$ cat src/rtl/fetch_sequencer_pkg.sv
`default_nettype none
// ============================================================================
// Module      : fetch_sequencer_pkg
// Description : State encodings and widths shared by the fetch sequencer and
//               its debug/trace consumers.
// Revision    : 1.0 - initial release
// ============================================================================
package fetch_sequencer_pkg;

   localparam int STATE_W = 3;
   localparam int CNT_W   = 3;

   typedef logic [STATE_W-1:0] state_t;

   localparam state_t ST_IDLE     = 3'd0;
   localparam state_t ST_FETCH    = 3'd1;
   localparam state_t ST_WAIT_MEM = 3'd2;
   localparam state_t ST_ISSUE    = 3'd3;
   localparam state_t ST_EXEC     = 3'd4;

endpackage
`default_nettype wire

$ cat src/rtl/fetch_sequencer_pc_unit.sv
`default_nettype none
// ============================================================================
// Module      : fetch_sequencer_pc_unit
// Description : Program counter with synchronous reset, branch load and
//               wrapping sequential increment.
// Revision    : 1.0 - initial release
// ============================================================================
module fetch_sequencer_pc_unit #(
   parameter int PC_WIDTH = 8,
   parameter int RESET_PC = 0,
   parameter int PC_STEP  = 1
) (
   input  logic                CLK,
   input  logic                RST_N,
   input  logic                load_i,
   input  logic                advance_i,
   input  logic [PC_WIDTH-1:0] target_i,
   output logic [PC_WIDTH-1:0] pc_o
);

   localparam logic [PC_WIDTH-1:0] c_RESET_PC = PC_WIDTH'(RESET_PC);
   localparam logic [PC_WIDTH-1:0] c_STEP     = PC_WIDTH'(PC_STEP);

   logic [PC_WIDTH-1:0] pc_q;
   logic [PC_WIDTH-1:0] pc_d;

   // Addition is at PC_WIDTH so the increment wraps naturally.
   always_comb begin
      pc_d = pc_q;
      if (load_i) begin
         pc_d = target_i;
      end else if (advance_i) begin
         pc_d = pc_q + c_STEP;
      end
   end

   always_ff @(posedge CLK) begin
      if (!RST_N) begin
         pc_q <= c_RESET_PC;
      end else begin
         pc_q <= pc_d;
      end
   end

   assign pc_o = pc_q;

endmodule
`default_nettype wire

$ cat src/rtl/fetch_sequencer.sv
`default_nettype none
// ============================================================================
// Module      : fetch_sequencer
// Description : Fetch / wait-memory / issue / execute sequencer driving
//               program-memory reads and a valid/ready instruction handoff.
// Revision    : 1.0 - initial release
// ============================================================================
module fetch_sequencer
   import fetch_sequencer_pkg::*;
#(
   parameter int PC_WIDTH    = 8,
   parameter int INSTR_WIDTH = 32,
   parameter int MEM_LATENCY = 1,
   parameter int RESET_PC    = 0,
   parameter int PC_STEP     = 1
) (
   input  logic                   CLK,
   input  logic                   RST_N,
   input  logic                   run,
   output logic                   imem_req,
   output logic [PC_WIDTH-1:0]    imem_addr,
   input  logic [INSTR_WIDTH-1:0] imem_rdata,
   output logic                   instr_valid,
   output logic [INSTR_WIDTH-1:0] instr,
   output logic [PC_WIDTH-1:0]    instr_pc,
   input  logic                   instr_ready,
   input  logic                   exec_done,
   input  logic                   branch_taken,
   input  logic [PC_WIDTH-1:0]    branch_target,
   output logic [PC_WIDTH-1:0]    pc,
   output logic [STATE_W-1:0]     state
);

   localparam logic [CNT_W-1:0] c_LATENCY = CNT_W'(MEM_LATENCY);

   state_t                 state_q;
   state_t                 state_d;
   logic [CNT_W-1:0]       cnt_q;
   logic [CNT_W-1:0]       cnt_d;
   logic [INSTR_WIDTH-1:0] instr_q;
   logic [INSTR_WIDTH-1:0] instr_d;
   logic [PC_WIDTH-1:0]    instr_pc_q;
   logic [PC_WIDTH-1:0]    instr_pc_d;
   logic                   pc_load;
   logic                   pc_advance;
   logic                   capture;
   logic [PC_WIDTH-1:0]    pc_w;

   fetch_sequencer_pc_unit #(
      .PC_WIDTH (PC_WIDTH),
      .RESET_PC (RESET_PC),
      .PC_STEP  (PC_STEP)
   ) u_pc_unit (
      .CLK       (CLK),
      .RST_N     (RST_N),
      .load_i    (pc_load),
      .advance_i (pc_advance),
      .target_i  (branch_target),
      .pc_o      (pc_w)
   );

   always_ff @(posedge CLK) begin
      if (!RST_N) begin
         state_q <= ST_IDLE;
      end else begin
         state_q <= state_d;
      end
   end

   always_comb begin
      state_d = state_q;
      unique case (state_q)
         ST_IDLE:     if (run) state_d = ST_FETCH;
         ST_FETCH:    state_d = ST_WAIT_MEM;
         ST_WAIT_MEM: if (cnt_q == 3'd1) state_d = ST_ISSUE;
         ST_ISSUE:    if (instr_ready) state_d = ST_EXEC;
         ST_EXEC:     if (exec_done) state_d = run ? ST_FETCH : ST_IDLE;
         default:     state_d = ST_IDLE;
      endcase
   end

   always_comb begin
      imem_req    = (state_q == ST_FETCH);
      instr_valid = (state_q == ST_ISSUE);
      pc_load     = (state_q == ST_EXEC) && exec_done && branch_taken;
      pc_advance  = (state_q == ST_EXEC) && exec_done && !branch_taken;
      capture     = (state_q == ST_WAIT_MEM) && (cnt_q == 3'd1);
   end

   // Counter is loaded in FETCH so the last WAIT_MEM cycle sees a value of 1.
   always_comb begin
      cnt_d      = cnt_q;
      instr_d    = instr_q;
      instr_pc_d = instr_pc_q;
      if (state_q == ST_FETCH) begin
         cnt_d = c_LATENCY;
      end else if (state_q == ST_WAIT_MEM) begin
         cnt_d = cnt_q - 3'd1;
      end
      if (capture) begin
         instr_d    = imem_rdata;
         instr_pc_d = pc_w;
      end
   end

   always_ff @(posedge CLK) begin
      if (!RST_N) begin
         cnt_q      <= '0;
         instr_q    <= '0;
         instr_pc_q <= '0;
      end else begin
         cnt_q      <= cnt_d;
         instr_q    <= instr_d;
         instr_pc_q <= instr_pc_d;
      end
   end

   assign imem_addr = pc_w;
   assign pc        = pc_w;
   assign instr     = instr_q;
   assign instr_pc  = instr_pc_q;
   assign state     = state_q;

endmodule
`default_nettype wire

$ cat config.mk
export PLATFORM = sky130hd
export DESIGN_NAME = fetch_sequencer
export DESIGN_NICKNAME = d
export VERILOG_FILES = /design/src/rtl/fetch_sequencer_pkg.sv /design/src/rtl/fetch_sequencer_pc_unit.sv /design/src/rtl/fetch_sequencer.sv
export SDC_FILE = /design/constraint.sdc
export NUM_CORES = 1
export LEC_CHECK = 0
export CORE_UTILIZATION = 46
export CTS_BUF_LIST = sky130_fd_sc_hd__clkbuf_8
export DETAILED_ROUTE_END_ITERATION = 10
export PLACE_DENSITY_LB_ADDON = 0.1
export SYNTH_ARGS = -nofsm -noshare
export SYNTH_HDL_FRONTEND = slang
export SYNTH_SLANG_ARGS = --single-unit
$ cat constraint.sdc
create_clock -name CLK -period 2.7 [get_ports CLK]
set_input_delay 0.27 -clock CLK [delete_from_list [all_inputs] [get_ports CLK]]
set_output_delay 0.27 -clock CLK [all_outputs]
set_load 0.005 [all_outputs]
Word level (Yosys, flattened, before mapping)
Cells that the tools add are included.
{"block": "word_totals", "ff_bits": 54, "word_cells": 38}
{"block": "op_classes", "addsub": 2, "eq_ne": 9, "mux": 10, "n_bitwise": 1, "reduce_logical": 10}
{"op": "two-way mux 8 bit", "count": 2}
{"op": "one-hot mux 3 bit (5 select lines)", "count": 1}
{"op": "two-way mux 3 bit", "count": 4}
{"op": "adder 8 x 1 -> 8 bit (second input constant)", "count": 1}
{"op": "equality test 3 x 1 -> 1 bit (second input constant)", "count": 2}
{"op": "equality test 3 x 2 -> 1 bit (second input constant)", "count": 2}
{"op": "logical AND 1 bit", "count": 4}
{"op": "!= test 2 x 1 -> 1 bit (second input constant)", "count": 2}
{"op": "!= test 2 bit (second input constant)", "count": 2}
{"op": "AND reduction 4 bit", "count": 1}
{"op": "nonzero test 2 bit", "count": 2}
{"op": "equality test 3 bit (second input constant)", "count": 1}
{"op": "logical NOT 3 bit", "count": 1}
{"op": "two-way mux 1 bit", "count": 3}
{"op": "subtractor 3 x 1 -> 3 bit (second input constant)", "count": 1}
{"op": "OR reduction 2 bit", "count": 1}
{"op": "logical NOT 1 bit", "count": 1}
{"op": "inverter 1 bit", "count": 1}

Depth between registers and ports, before layout
Gate-level depths: netlist of the first run.
{"block": "depth", "ltp_word": 5, "mapped_depth": 7, "ltp_nobuf": 6}

Modules after synthesis
A second synthesis of the first run with hierarchy kept.
{"block": "unflattened", "hier_cells": 286, "hier_area_um2": 2552.4}
{"module": "fetch_sequencer", "instances": 1, "cells_each": 231, "area_each_um2": 2090.8}
{"module": "fetch_sequencer_pc_unit", "instances": 1, "cells_each": 55, "area_each_um2": 461.7}

Least setup slack after synthesis of the first run
No wires, ideal clock.
{"block": "synth_timing", "path_type": "register -> register", "start": "register state_q[0] (netlist: state[0])", "end": "register u_pc_unit.pc_q[2] (netlist: u_pc_unit.pc_o[2])", "setup_time_ns": 0.128, "arrival_time_ns": 1.118, "required_time_ns": 2.572, "path_slack_ns": 1.455, "stages_incl_launch_ff": 7, "synth_period_minus_slack_ns": 1.245, "path_cell_list": "dfxtp_1 -> buf_6 -> and4bb_1 -> buf_4 -> o21ai_0 -> a22oi_1 -> nor2_1"}
{"block": "synth_via", "elab_chain_len": 4, "word_cells_on_any_way": 6, "classes_between": "eq/ne: 1; mux: 1; reduce/logical: 4"}
{"item": "start: declaration", "line_no": "fetch_sequencer.sv:36", "source": "state_t state_q;"}
{"item": "start signal: assignment", "line_no": "fetch_sequencer.sv:66", "source": "state_q <= state_d;"}
{"item": "equality test 3 bit (*)", "line_no": "fetch_sequencer.sv:85, fetch_sequencer.sv:86"}
{"item": "logical AND 1 bit (*)", "line_no": "fetch_sequencer.sv:85, fetch_sequencer.sv:86"}
{"item": "logical AND 1 bit (on tied branches)", "line_no": "fetch_sequencer.sv:85, fetch_sequencer.sv:86"}
{"item": "two-way mux 8 bit or nonzero test 2 bit (tied branches)"}
{"item": "end signal: assignment", "line_no": "fetch_sequencer_pc_unit.sv:39", "source": "pc_q <= c_RESET_PC;"}
{"item": "end signal: assignment", "line_no": "fetch_sequencer_pc_unit.sv:41", "source": "pc_q <= pc_d;"}
{"item": "end: declaration", "line_no": "fetch_sequencer_pc_unit.sv:24", "source": "logic [PC_WIDTH-1:0] pc_q;"}
Every way passes the cells marked *; elsewhere a longest branch is shown, timed or not.
A chain may end at the register's enable or synchronous reset.

Final worst setup path of the first run
{"block": "layout_timing", "start": "register state_q[1] (netlist: state[1])", "end": "output port instr_valid"}
{"block": "layout_via", "elab_chain_len": 1}
{"item": "equality test 3 x 2 -> 1 bit", "line_no": "fetch_sequencer.sv:84", "source": "instr_valid = (state_q == ST_ISSUE);"}
{"item": "end: declaration", "line_no": "fetch_sequencer.sv:23", "source": "output logic instr_valid,"}
No other way between the ends.

==> results of run 1 <==
## worst min-delay path by stage
stage,startpoint,end,slack (ns),cells past startpoint
finish,instr[9],instr[9],0.46,2
global route,instr[6],instr[6],0.48,2
CTS,instr[0],instr[0],0.46,2
detailed placement,instr[0],instr[0],0.45,2
global placement,instr[17],instr[17],0.44,2
floorplan,imem_rdata[0],instr[0],0.41,2
## per-stage QoR
step / hold WS, ns / total power, W / util [%]
2_1_floorplan: 0.406 / 0.00101 / -
5_1_grt: 0.480 / 0.00175 / 71.7
4_1_cts: 0.458 / 0.00168 / 71.7
3_3_place_gp: 0.441 / 0.00114 / 69.4
6_report: 0.457 / 0.00167 / 71.7
3_5_place_dp: 0.445 / 0.00115 / 69.4
## worst min-delay path, stage by stage (launching register included)
cell and delay [ns]:
dfxtp_1 0.32, nand2_1 0.05, a21oi_1 0.05
## report_power, final
part           total, W  internal [W]  switching (W)
registers      0.000857      0.000825      0.0000322
clock network  0.000539      0.000297       0.000243
logic          0.000272      0.000159       0.000113
## flip-flops by register name (all words and copies together) (netlist names)
| name | cells |
|---|---|
| cnt_q | 3 |
| instr | 32 |
| instr_pc | 8 |
| state | 3 |
| u_pc_unit.pc_o | 8 |
## area by class of cell
class / count / area [um^2] / share of cell area (%)
clock buffers: 6 / 82.6 / 2.41
clock inverters: 1 / 30.0 / 0.875
inverters: 7 / 26.3 / 0.766
multi-input cells: 204 / 1020 / 29.9
flip-flops and latches: 54 / 1080 / 31.5
well taps: 67 / 83.8 / 2.44
repair buffers: 110 / 1100 / 32.2
## routing by layer
layer	GRT usage (%)	wire length [um]	share of wire [%]
met5	0	0	0
met4	5.88	69	1.3
met3	4.42	363	6.6
met2	33.6	2470	45
met1	28.9	2590	47
## synth_stat cells (3+ instances only)
master     n
a21oi_1   49
a22oi_1    4
a31oi_1    4
and3_1     5
buf_2      4
buf_4     13
clkbuf_1  10
dfxtp_1   54
ha_1       3
inv_1      7
nand2_1   86
nand3_1    6
nor2_1    13
o21ai_0    7
## logic make-up (layout without fill, tap and decap cells)
group | count (synthesis) | count (layout) | synth area share (%)
compound gates | 76 | 76 | 19.0
fa+ha+maj | 3 | 3 | 1.63
simple gates | 124 | 124 | 23.3
buf+inv | 36 | 124 | 8.83
flops | 54 | 54 | 46.8
mux | 1 | 1 | 0.433
==> impl_metrics.json, run 1 <==
{
  "status": "finished clean",
  "vias": 2228,
  "via_per_inst": 4.96,
  "cp-end-kind": "output pin",
  "die_h_um": 72.9,
  "synthToLayoutAreaGrowth_pct": 48.6,
  "fin_crit_ns": 1.96,
  "final_hold_viol_count": 0,
  "postSynthAreaPerCell_um2": 7.86,
  "clockRootBuffer": "clkbuf_8",
  "antenna_found_initial": 0,
  "tightest_slew_ns": 0.609,
  "rrSetupSlack_ns": 1.06,
  "track_usage_pct": 21.1,
  "num_rows": 25,
  "crit_arrival_ns": 1.69,
  "place_area_um2": 3320,
  "grt_max_degree": 41,
  "clk_pin_slew_ns": 0.09,
  "r2r-start": "state[1]",
  "path_buf_inv": 2,
  "critPathKind": "register to output pin",
  "globalRouteOverflowTotal": 0,
  "layout-drive-gt1-share_pct": 4.45,
  "cp.depth": 3,
  "finalWirelength_mm": 5.50,
  "syn_area_um2": 2310,
  "fillers": 401,
  "start_util_pct": 48.3,
  "most-common-layout-cells": "106 x clkdlybuf4s50_1, 86 x nand2_1, 54 x dfxtp_1",
  "avgRoutedWirePerCell_um": 12.2,
  "drc_errors": 0,
  "finalSetupViolCount": 0,
  "ys_seq_area_share_pct": 46.8,
  "postCtsSetupBuffers": 0,
  "required_ns": 2.43,
  "crit_family": "buffers and inverters",
  "first_global_vias": 1955,
  "syn-num-nets": 343,
  "cts_max_level": 2,
  "drt_iter0_markers": 87,
  "cts.sinks": 54,
  "cellLeakagePower_nw": 1.18,
  "relSlewSlack_pct": 59.2,
  "gp_congestion": 0.856,
  "design_area_um2": 3430,
  "coreArea_um2": 4790,
  "clk_path_buf_depth": 2,
  "drv_slew": 0,
  "p_per_area_nw_per_um2": 486,
  "tns_ns": 0,
  "setup_slack_ns": 0.735,
  "dp.cells": 442,
  "fmax_mhz": 509,
  "n_antenna_cell": 0,
  "die_area_um2": 5310,
  "crit_chain": "inv_1, nor2_1, clkdlybuf4s50_1",
  "ys_warn_count": 0,
  "crit_start": "state[1]",
  "synthTopCellsByArea": "dfxtp_1 47%, nand2_1 14%, a21oi_1 11%, buf_4 4.2%, nor2_1 2.1%",
  "first_pass_iters": 4,
  "netlist.area_leader.share_pct": 46.8,
  "io_pins": 107,
  "cp_max_fo": 14,
  "r2r_cells": 5,
  "pre_cts_ws_ns": 0.879,
  "instances_no_fill": 449,
  "synth_edf_count": 0,
  "rsz0062_at_grt": "false",
  "final_common_cell": "clkdlybuf4s50_1",
  "min_path_type": "register to register",
  "numPortBuffers": 106,
  "synth.distinct_cells": 37,
  "ys_ff_latch": 54,
  "antenna_left": 0,
  "fin_nets": 431,
  "worst_path_max_delay_cell": "dfxtp_1",
  "cts_inserted_buffers": 5,
  "crit_path_end": "instr_valid",
  "cts_hold_buf": 0,
  "timing.rr.end": "instr[8]",
  "grt_pass1_wl_mm": 8.85,
  "cts_resized": 0,
  "peakVddDrop_v": 0.000263,
  "synth_top_cell_by_area": "dfxtp_1",
  "finClkSkew_ns": 0.00522,
  "fin_crit_sh_pct": 72.8,
  "async_flop_share_pct": 0,
  "critical-path-max-stage-delay_ns": 0.59,
  "synthFlopType": "dfxtp_1",
  "cts_tree": "yes",
  "dp_hpwl_mm": 3.84,
  "cap_violations": 0,
  "die_w_um": 72.9,
  "clk_latency_ns": 0.30,
  "netlist_instances": 294,
  "startpoint_type": "register"
}
(Power assumes the default switching activity.)
==> run 2: changes to the inputs <==
--- a/config.mk
+++ b/config.mk
@@ -5,7 +5,7 @@
 export SDC_FILE = /design/constraint.sdc
 export NUM_CORES = 1
 export LEC_CHECK = 0
-export CORE_UTILIZATION = 46
+export CORE_UTILIZATION = 42
 export CTS_BUF_LIST = sky130_fd_sc_hd__clkbuf_8
 export DETAILED_ROUTE_END_ITERATION = 10
 export PLACE_DENSITY_LB_ADDON = 0.1
==> constraint.sdc (replaced) <==
create_clock -name CLK -period 1.9 [get_ports CLK]
set_input_delay 0.19 -clock CLK [delete_from_list [all_inputs] [get_ports CLK]]
set_output_delay 0.19 -clock CLK [all_outputs]
set_load 0.005 [all_outputs]
==> impl_metrics.json, run 2 (synthesized netlist as in run 1, its figures left out) <==
{
  "io_pins": 107,
  "num_rows": 26,
  "postCtsSetupBuffers": 0,
  "cts_resized": 0,
  "status": "finished clean",
  "synthToLayoutAreaGrowth_pct": 49.6,
  "drc_errors": 0,
  "globalRouteOverflowTotal": 0,
  "tns_ns": 0,
  "final_hold_viol_count": 0,
  "fin_crit_sh_pct": 90.4,
  "cp_max_fo": 13,
  "start_util_pct": 44.4,
  "coreArea_um2": 5200,
  "drt_iter0_markers": 98,
  "clk_latency_ns": 0.30,
  "cts_inserted_buffers": 5,
  "tightest_slew_ns": 0.368,
  "fin_crit_ns": 1.72,
  "most-common-layout-cells": "106 x clkdlybuf4s50_1, 86 x nand2_1, 52 x dfxtp_1",
  "clk_pin_slew_ns": 0.10,
  "die_area_um2": 5800,
  "finalPower_w": 0.00228,
  "crit_family": "buffers and inverters",
  "die_w_um": 76.2,
  "first_pass_iters": 5,
  "cts_tree": "yes",
  "gp_congestion": 0.824,
  "clk_path_buf_depth": 2,
  "track_usage_pct": 19.6,
  "cp-end-kind": "output pin",
  "path_buf_inv": 3,
  "first_global_vias": 2052,
  "min_path_type": "input port to register",
  "dp_hpwl_mm": 3.99,
  "critPathKind": "register to output pin",
  "grt_pass1_wl_mm": 9.36,
  "required_ns": 1.71,
  "cts_hold_buf": 0,
  "numPortBuffers": 106,
  "layout-drive-gt1-share_pct": 5.96,
  "cap_violations": 0,
  "final_common_cell": "clkdlybuf4s50_1",
  "clockRootBuffer": "clkbuf_8",
  "via_per_inst": 4.99,
  "finClkSkew_ns": 0.00545,
  "fmax_mhz": 582,
  "largest_reg_flops": 32,
  "antenna_found_initial": 0,
  "vias": 2275,
  "relSlewSlack_pct": 75.4,
  "finalSetupViolCount": 0,
  "startpoint_type": "register",
  "rsz0062_at_grt": "false",
  "worst_path_max_delay_cell": "clkdlybuf4s50_1",
  "cellLeakagePower_nw": 1.19,
  "crit_chain": "buf_4, inv_1, nor2_1, clkdlybuf4s50_1",
  "n_antenna_cell": 0,
  "critical-path-max-stage-delay_ns": 0.50,
  "peakVddDrop_v": 0.000317,
  "crit_arrival_ns": 1.53,
  "fillers": 470,
  "register_area_um2": 1080,
  "multi_input_area_um2": 1020,
  "die_h_um": 76.2,
  "cts_max_level": 2,
  "drv_slew": 0,
  "grt_max_degree": 41,
  "cts.sinks": 54,
  "antenna_left": 0,
  "finalWirelength_mm": 5.73,
  "p_per_area_nw_per_um2": 660,
  "fin_nets": 434,
  "avgRoutedWirePerCell_um": 12.6
}
## run 2: cell count changes in the layout (fill, tap and decap cells not counted)
cell        change
clkinvlp_4      +1
bufinv_16       -1
dfxtp_2         +2
dfxtp_1         -2
buf_12          +1
buf_4           +2
clkinv_2        +1
## run 2: worst min-delay path, cell delays in order
cell and delay (ns):
clkdlybuf4s50_1 0.40, nand2_1 0.05, a21oi_1 0.05
## run 2: final timing paths
path | slack [ns] | from | to | cells past startpoint
max reg2reg | 0.37 | cnt_q[1] | instr[17] | 6
max | 0.18 | state[1] | instr_valid | 4
min | 0.43 | imem_rdata[11] | instr[11] | 3
min reg2reg | 0.46 | instr_pc[4] | instr_pc[4] | 2
## run 2: layout make-up
type | instances | area share (%)
Sequential cell | 54 | 31.4
Tap cell | 70 | 2.53
Multi-Input combinational cell | 204 | 29.7
Timing Repair Buffer | 113 | 32.9
Clock inverter | 2 | 0.362
Inverter | 7 | 0.760
Clock buffer | 6 | 2.39
## run 2: metrics by stage
step	cell area (um^2)	utilization, %	hold slack (ns)	setup slack, ns	std cells
floorplan	2310	-	0.326	0.655	294
global placement	3360	64.5	0.441	0.286	448
detailed placement	3360	64.5	0.446	0.249	448
CTS	3450	66.3	0.417	0.0574	456
global route	3460	66.4	0.420	0.0832	456
finish	3460	66.4	0.427	0.182	456
## run 2: per-layer routing
metal  global-route usage [%]  up-vias  share of wire [%]
met4                     6.92        0                1.0
met5                        0        -                  0
met1                     24.2     1029                 46
met2                     34.5       80                 47
met3                     3.11        5                5.5
li1                         -     1161                  -
## run 2: power by group
group / internal [W] / switching, W / leakage [nW]
Sequential: 0.00117 / 0.0000359 / 0.437
Combinational: 0.000237 / 0.000173 / 0.705
Clock: 0.000294 / 0.000367 / 0.0472
==> run 3: changes to the inputs <==
--- a/config.mk
+++ b/config.mk
@@ -8,6 +8,7 @@
 export CORE_UTILIZATION = 42
 export CTS_BUF_LIST = sky130_fd_sc_hd__clkbuf_8
 export DETAILED_ROUTE_END_ITERATION = 10
+export MAX_ROUTING_LAYER = met4
 export PLACE_DENSITY_LB_ADDON = 0.1
 export SYNTH_ARGS = -nofsm -noshare
 export SYNTH_HDL_FRONTEND = slang
==> impl_metrics.json, run 3 (synthesized netlist as in run 1, its figures left out) <==
{
  "fmax_mhz": 581,
  "coreArea_um2": 5200,
  "largest_reg_flops": 32,
  "fillers": 470,
  "finalWirelength_mm": 5.73,
  "avgRoutedWirePerCell_um": 12.6,
  "cts_max_level": 2,
  "die_h_um": 76.2,
  "die_area_um2": 5800,
  "cp-end-kind": "output pin",
  "status": "finished clean",
  "numPortBuffers": 106,
  "finalSetupViolCount": 0,
  "finClkSkew_ns": 0.00452,
  "fin_util_pct": 66.4,
  "layout-drive-gt1-share_pct": 5.96,
  "tns_ns": 0,
  "critical-path-max-stage-delay_ns": 0.50,
  "antenna_found_initial": 0,
  "dp_hpwl_mm": 3.99,
  "io_pins": 107,
  "clockRootBuffer": "clkbuf_8",
  "fin_crit_ns": 1.72,
  "first_pass_iters": 4,
  "crit_chain": "buf_4, inv_1, nor2_1, clkdlybuf4s50_1",
  "synthToLayoutAreaGrowth_pct": 49.6,
  "first_global_vias": 2049,
  "crit_arrival_ns": 1.53,
  "hold_start": "imem_rdata[11]",
  "cts.sinks": 54,
  "r2r-start": "cnt_q[0]",
  "num_rows": 26,
  "most-common-layout-cells": "106 x clkdlybuf4s50_1, 86 x nand2_1, 52 x dfxtp_1",
  "clk_latency_ns": 0.30,
  "track_usage_pct": 20.2,
  "place_area_um2": 3360,
  "gp_congestion": 0.837,
  "clk_path_buf_depth": 2,
  "design_area_um2": 3460,
  "drt_iter0_markers": 93,
  "cts_inserted_buffers": 5,
  "rsz0062_at_grt": "false",
  "fin_nets": 434,
  "required_ns": 1.71,
  "drc_errors": 0,
  "final_common_cell": "clkdlybuf4s50_1",
  "worst_path_max_delay_cell": "clkdlybuf4s50_1",
  "min_path_type": "input port to register",
  "vias": 2265,
  "finalPower_w": 0.00228,
  "postCtsSetupBuffers": 0,
  "clk_pin_slew_ns": 0.09,
  "cts_tree": "yes",
  "via_per_inst": 4.97,
  "final_hold_viol_count": 0,
  "p_per_area_nw_per_um2": 659,
  "cap_violations": 0,
  "critPathKind": "register to output pin",
  "drv_slew": 0,
  "antenna_left": 0,
  "globalRouteOverflowTotal": 0,
  "start_util_pct": 44.4,
  "cellLeakagePower_nw": 1.19,
  "startpoint_type": "register",
  "tightest_slew_ns": 0.369,
  "peakVddDrop_v": 0.000317,
  "crit_start": "state[1]",
  "die_w_um": 76.2,
  "cp_max_fo": 13,
  "relSlewSlack_pct": 75.4,
  "grt_pass1_wl_mm": 9.35,
  "n_antenna_cell": 0,
  "grt_max_degree": 41,
  "fin_crit_sh_pct": 90.6
}
-- run 3: layout make-up --
type                    instances  area, um^2  share of cell area, %
repair buffers                113        1140                   32.9
flip-flops and latches         54        1080                   31.4
multi-input cells             204        1020                   29.7
well taps                      70        87.6                   2.53
clock buffers                   6        82.6                   2.39
inverters                       7        26.3                  0.760
clock inverters                 2        12.5                  0.362
-- run 3: metrics by stage --
step	cells	setup WS, ns	hold slack (ns)
6_report	456	0.178	0.429
5_1_grt	456	0.0832	0.420
4_1_cts	456	0.0574	0.417
3_5_place_dp	448	0.249	0.446
3_3_place_gp	448	0.286	0.441
2_1_floorplan	294	0.655	0.326
-- run 3: worst paths after layout --
path,end,slack [ns],cells after the start
hold / removal,instr[11],0.43,3
hold reg to reg,instr_pc[4],0.46,2
setup / recovery,instr_valid,0.18,4
setup reg to reg,instr[17],0.37,5
-- run 3: metal layers --
layer  wire (um)  vias to the layer above  global-route usage [%]  part of all wire [%]
li1            -                     1161                       -                     -
met1        2680                     1026                    24.2                    47
met2        2700                       73                    34.5                    47
met3         292                        5                    3.11                   5.1
met4          59                        0                    6.92                   1.0
met5           0                        -                       -                     0
-- run 3: report_power, final --
part           internal (W)  switching, W
registers           0.00117     0.0000359
clock network      0.000294      0.000366
logic              0.000237      0.000173
total               0.00170      0.000575
-- run 3: what timing repair did --
action	in CTS	in global routing
gates resized for setup	0	2
setup endpoints to repair	0	2
hold buffers	0	0
-- run 3: worst max-delay path: cells and delay by family, from the launching register on --
family	cells	cell delay, ns
and+or+nand+nor	1	0.11
buffers and inverters	3	0.78
DFF	1	0.34
